## config.mk

```make
export PLATFORM = sky130hd
export DESIGN_NAME = result_byte_serializer
export DESIGN_NICKNAME = d
export VERILOG_FILES = /design/src/rtl/tfe_pkg.sv /design/src/rtl/rise_edge_detect.sv /design/src/rtl/result_byte_serializer.sv
export SDC_FILE = /design/constraint.sdc
export NUM_CORES = 1
export LEC_CHECK = 0
export ABC_CLOCK_PERIOD_IN_PS = 2900
export CAP_MARGIN = 20
export CORE_AREA = 10 10 115 117
export CTS_BUF_LIST = sky130_fd_sc_hd__clkbuf_4 sky130_fd_sc_hd__clkbuf_8
export DETAILED_ROUTE_END_ITERATION = 10
export DIE_AREA = 0 0 125 127
export GPL_ROUTABILITY_DRIVEN = 0
export PLACE_DENSITY_LB_ADDON = 0.2
export SLEW_MARGIN = 15
export SYNTH_ARGS = -nofsm -noshare
export SYNTH_HDL_FRONTEND = slang
export SYNTH_HIERARCHICAL = 1
export SYNTH_SLANG_ARGS = --single-unit
```

## constraint.sdc

```tcl
create_clock -name clk -period 2.9 [get_ports clk]
set_input_delay 0.58 -clock clk [delete_from_list [all_inputs] [get_ports clk]]
set_output_delay 0.58 -clock clk [all_outputs]
set_load 0.01 [all_outputs]
```

## src/rtl/tfe_pkg.sv

```systemverilog
// tfe_pkg: shared types, widths and byte selection for the result byte serializer
package tfe_pkg;
    typedef enum logic {IDLE, SEND} ser_state_t;
    localparam int BYTE_W = 8;
    localparam int MAX_W = 1024;
    // Returns byte idx of shadow counted from the MSB end (msb_first) or the LSB end.
    function automatic logic [BYTE_W-1:0] byte_sel(input logic [MAX_W-1:0] shadow, input int idx,
                                                   input int num_bytes, input logic msb_first);
        int pos;
        pos = msb_first ? num_bytes - 1 - idx : idx;
        return shadow[pos*BYTE_W +: BYTE_W];
    endfunction
endpackage

```

## src/rtl/rise_edge_detect.sv

```systemverilog
// rise_edge_detect: one-cycle pulse on each rising edge of a level input
// Ports: clk, rst (sync, active-high), in (level), rise (pulse).
// The delay flop follows in even during reset, so a level held high across
// reset release is not seen as an edge.
module rise_edge_detect (
    input  logic clk,
    input  logic rst,
    input  logic in,
    output logic rise
);
    logic in_d_q, in_d_d;
    always_comb in_d_d = in;
    always_ff @(posedge clk) in_d_q <= in_d_d;
    assign rise = in & ~in_d_q & ~rst;
endmodule

```

## src/rtl/result_byte_serializer.sv

```systemverilog
// result_byte_serializer: captures a wide result and streams it out one byte per host read strobe
// Ports: clk, rst (sync, active-high); load + result_in capture a frame; next rising
// edges consume bytes; clear drops the overrun flag. Outputs out_byte/out_valid/out_last
// present the stream, busy mirrors out_valid, frame_done pulses after the final byte,
// overrun is sticky when a load is dropped.
module result_byte_serializer
    import tfe_pkg::*;
#(
    parameter int DATA_W      = 64,
    parameter bit MSB_FIRST   = 1,
    parameter bit CHECKSUM_EN = 1
) (
    input  logic              clk,
    input  logic              rst,
    input  logic              load,
    input  logic [DATA_W-1:0] result_in,
    input  logic              next,
    input  logic              clear,
    output logic [7:0]        out_byte,
    output logic              out_valid,
    output logic              out_last,
    output logic              busy,
    output logic              frame_done,
    output logic              overrun
);
    localparam int NUM_BYTES = DATA_W / BYTE_W;
    localparam int FRAME_LEN = NUM_BYTES + int'(CHECKSUM_EN);
    localparam int IDX_W = $clog2(FRAME_LEN + 1);
    localparam logic [IDX_W-1:0] LAST_IDX = IDX_W'(FRAME_LEN - 1);
    localparam logic [IDX_W-1:0] CSUM_IDX = IDX_W'(NUM_BYTES);
    ser_state_t state_q, state_d;
    logic [IDX_W-1:0] idx_q, idx_d;
    logic [DATA_W-1:0] shadow_q, shadow_d;
    logic [7:0] csum_q, csum_d, out_byte_q, out_byte_d, load_csum;
    logic frame_done_q, frame_done_d, overrun_q, overrun_d;
    logic next_rise, sending, last_consume, accept;
    rise_edge_detect u_next_edge (.clk(clk), .rst(rst), .in(next), .rise(next_rise));
    always_comb begin
        load_csum = '0;
        for (int i = 0; i < NUM_BYTES; i++) load_csum ^= result_in[i*BYTE_W +: BYTE_W];
    end
    assign sending = state_q == SEND;
    assign last_consume = sending & next_rise & (idx_q == LAST_IDX);
    // A load is taken when idle or when it lands on the edge that frees the frame.
    assign accept = load & (~sending | last_consume);
    always_comb begin
        state_d = state_q;
        idx_d = idx_q;
        shadow_d = shadow_q;
        csum_d = csum_q;
        frame_done_d = last_consume;
        overrun_d = (overrun_q & ~clear) | (load & ~accept);
        if (sending & next_rise) idx_d = idx_q + IDX_W'(1);
        if (last_consume) state_d = IDLE;
        if (accept) begin
            state_d = SEND;
            idx_d = '0;
            shadow_d = result_in;
            csum_d = load_csum;
        end
        // Registered byte mux; in IDLE the last presented byte is held.
        out_byte_d = state_d != SEND ? out_byte_q :
                     idx_d == CSUM_IDX ? csum_d :
                     byte_sel(MAX_W'(shadow_d), int'(idx_d), NUM_BYTES, MSB_FIRST);
    end
    always_ff @(posedge clk) begin
        if (rst) begin
            state_q <= IDLE;
            idx_q <= '0;
            shadow_q <= '0;
            csum_q <= '0;
            out_byte_q <= '0;
            frame_done_q <= 1'b0;
            overrun_q <= 1'b0;
        end else begin
            state_q <= state_d;
            idx_q <= idx_d;
            shadow_q <= shadow_d;
            csum_q <= csum_d;
            out_byte_q <= out_byte_d;
            frame_done_q <= frame_done_d;
            overrun_q <= overrun_d;
        end
    end
    assign out_byte = out_byte_q;
    assign out_valid = sending;
    assign busy = sending;
    assign out_last = sending & (idx_q == LAST_IDX);
    assign frame_done = frame_done_q;
    assign overrun = overrun_q;
endmodule
```

==> impl_metrics.toml <==
[worst_setup_path]
cp_slowest_cell = "xor2_2"
cp-start-kind = "primary input"
r2r_cells = 8
r2r-start = "idx_q[1]"
crit_buf_inv = 2
worstPathMaxFanout = 10
endpoint_kind = "register"
critical_path_class = "in -> reg"
cpLargestDelayFamily = "buffers and inverters"
regToRegSetupSlack_ns = 0.39
cp.required_ns = 3.18
cp_cell_sequence = "clkdlybuf4s50_1 -> nor3b_2 -> buf_4 -> nand3_1 -> xor2_2 -> nand2_1 -> a32oi_1 -> nand4_1 -> a211oi_1"
r2r_end = "out_byte[0]"
cp.arrival_ns = 2.84
max_stage_delay_ns = 0.50

[grt]
grt_pass1_wl_um = 22600
first_global_vias = 4362
overflow = 0
antenna_found_initial = 0
grt_max_degree = 89
grt_usage = 0.172

[timing]
final_hold_viol_count = 0
setup_violations = 0
holdWs_ns = 0.462
fin_ws_ns = 0.344
tightest_slew_ns = 0.909
drv_slew = 0
slew_headroom = 0.394
fin_tns_setup_ns = 0
min_period_ns = 2.56
max_freq_ghz = 0.391
fin_skew_ns = 0.00783
rsz0062_at_grt = "false"
fin_crit_sh = 0.881

[clocking]
cts-resized-gates = 0
root_buffer = "clkbuf_8"
htreeDepth = 3
clk_path_buf_depth = 2
path_clk_slew_ns = 0.08
cts.sinks = 88
cts_tree = "built"
postCtsSetupBuffers = 0
numCtsBuffers = 9
clk_latency_ns = 0.37
holdBufCountCts = 0

[route]
via_per_inst = 5.50
antenna_left = 0
drtIter0Drc = 310
vias = 4418
drt_wl_total_um = 13900
wl_per_cell_um = 17.3
drc = 0
firstDrtPassIters = 5

[synth]
yosys-top-cells-area = "dfxtp_1, nand2_1, xnor2_1, a21oi_1, mux2i_1"
synthDistinctLibCells = 53
yosys_register_bits = 88
ys.flop_type = "dfxtp_1"
netlist_area_mm2 = 0.00479
ys_seq_area_frac = 0.368
synth_top_area_cell = "dfxtp_1"
synth_cells = 587
syn_nets = 658
yosysWarnings = 6
avgSynthCellArea_um2 = 8.17
synth_enable_flop_cells = 0
synthArstFlopShare = 0
netlist.area_leader.share = 0.368

[pwr]
p_comb_frac = 0.199
p_switching_w = 0.000771
sw_frac_of_total = 0.273
p_int_w = 0.00205
vdd_drop_max_mv = 0.210
clkPwrFrac = 0.324
leakage_nw = 2.09
seqPwrFrac = 0.478
power_density_mw_per_mm2 = 475

[finish]
num_antenna_cells = 0
drive_above_1_share = 0.0939
design_area_mm2 = 0.00595
syn2layout_area_growth_pct = 24.1
final_util = 0.535
nets = 726

[worst_hold_path]
hold_path_startpoint = "shadow_q[17]"
min_path_type = "reg -> reg"
hold_path_end = "shadow_q[17]"
hold_depth = 2

[placement]
place_ws_ns = -0.0297
numPortBuffers = 81
place_area_mm2 = 0.00574
dpl.hpwl_um = 10400

[floorplanning]
num_rows = 39
design.die.area_mm2 = 0.0159
ios = 82
initial_core_util = 0.431
core_area_mm2 = 0.0111
die-height_um = 127
die_x_um = 125

[flow_run]
cap_violations = 0

[status]
status = "complete, no violations"
## flip-flops by register name, indices dropped and copies added, names as in the netlist
signal / flops
shadow_q: 64
busy: 1
overrun: 1
frame_done: 1
out_byte: 8
idx_q: 4
csum_q: 8
u_next_edge/in_d_q: 1
## synthesized netlist by cell type, types with 3 or more instances
cell and instances:
mux2_1 4, o21ai_0 4, nor3_1 12, buf_1 3, nand2_1 140, a21oi_1 75
a22oi_1 5, clkbuf_1 16, mux2i_1 22, dfxtp_1 88, nand4_1 3, nand3_1 3
buf_2 21, o22ai_1 21, buf_4 5, o31ai_1 4, a211oi_1 17, o211ai_1 6
nor2_1 20, mux2_2 9, xnor2_1 58, and3_1 5, a22o_1 4, o221ai_1 6
## power groups by stage
stage	sequential (W)	clock [W]	combinational, W
after floorplan	0.00135	0	0.000347
after global placement	0.00137	0	0.000556
after detailed placement	0.00138	0	0.000563
after CTS	0.00135	0.000926	0.000565
after global routing	0.00136	0.000969	0.000621
final	0.00135	0.000914	0.000561
## worst register-to-register path: stages (launching register included)
cell	delay (ns)
dfxtp_1	0.36
inv_2	0.06
ha_1	0.47
buf_4	0.29
mux2i_1	0.11
mux4_2	0.45
o21ai_0	0.16
o22ai_1	0.14
a2111oi_2	0.37
## stage by stage
| stage | power [W] | cells |
|---|---|---|
| CTS | 0.00284 | 803 |
| global route | 0.00295 | 803 |
| finish | 0.00282 | 803 |
| detailed placement | 0.00194 | 787 |
| global placement | 0.00193 | 787 |
| floorplan | 0.00170 | 587 |
## layer usage
layer / vias up / track usage / share of wire
met4: 0 / 0.0650 / 0.017
li1: 2186 / - / -
met5: - / 0 / 0
met2: 139 / 0.279 / 0.46
met1: 2076 / 0.221 / 0.45
met3: 17 / 0.0331 / 0.064
## how the worst max path moves through the flow
| stage | end | start | cells after the start | slack (ns) |
|---|---|---|---|---|
| 6_report | out_byte[6] | next | 9 | 0.34 |
| 4_1_cts | out_byte[6] | next | 9 | 0.35 |
| 3_5_place_dp | out_byte[6] | next | 9 | -0.03 |
| 5_1_grt | out_byte[0] | next | 8 | 0.20 |
| 3_3_place_gp | out_byte[6] | next | 9 | 0.07 |
| 2_1_floorplan | out_byte[0] | idx_q[0] | 10 | 0.54 |
## cell usage in the layout, fill, tap and decap left out, types with 2 or more instances in the layout
cell             instances
a2111oi_2                2
o21ai_0                  4
a22o_1                   4
nand4_1                  3
mux2_1                   4
o21a_1                   2
o22ai_1                 21
o221ai_1                 6
xnor2_1                 58
o211ai_1                 6
nand3_1                  3
clkbuf_8                11
a22oi_1                  5
mux2i_1                 22
nor3_1                  12
a21oi_1                 75
nand2_1                139
a211oi_1                17
mux2_2                   9
ha_1                     2
inv_2                    2
clkdlybuf4s50_1         80
clkbuf_4                 3
dfxtp_1                 88
and3_1                   5
mux4_2                   2
xor2_1                   2
o31ai_1                  4
nor2_1                  20
buf_4                   20
## final cells by class
cell class / instances / area [µm²]
clock buffers: 14 / 174
clock inverters: 2 / 37.5
fillers: 1091 / 5180
inverters: 3 / 11.3
multi-input cells: 451 / 2810
flip-flops and latches: 88 / 1760
well taps: 143 / 179
repair buffers: 102 / 976
## logic make-up after synthesis
kind of cell,after synthesis,synth area share
AND/OR/NAND/NOR,193,0.168
multiplexers,37,0.0859
adder cells (fa/ha/maj),2,0.00522
buffers and inverters,48,0.0470
flip-flops,88,0.368
AO/OA/AOI/OAI,157,0.210
XOR/XNOR,62,0.116
Note: power is estimated with default switching activity, not from simulation.
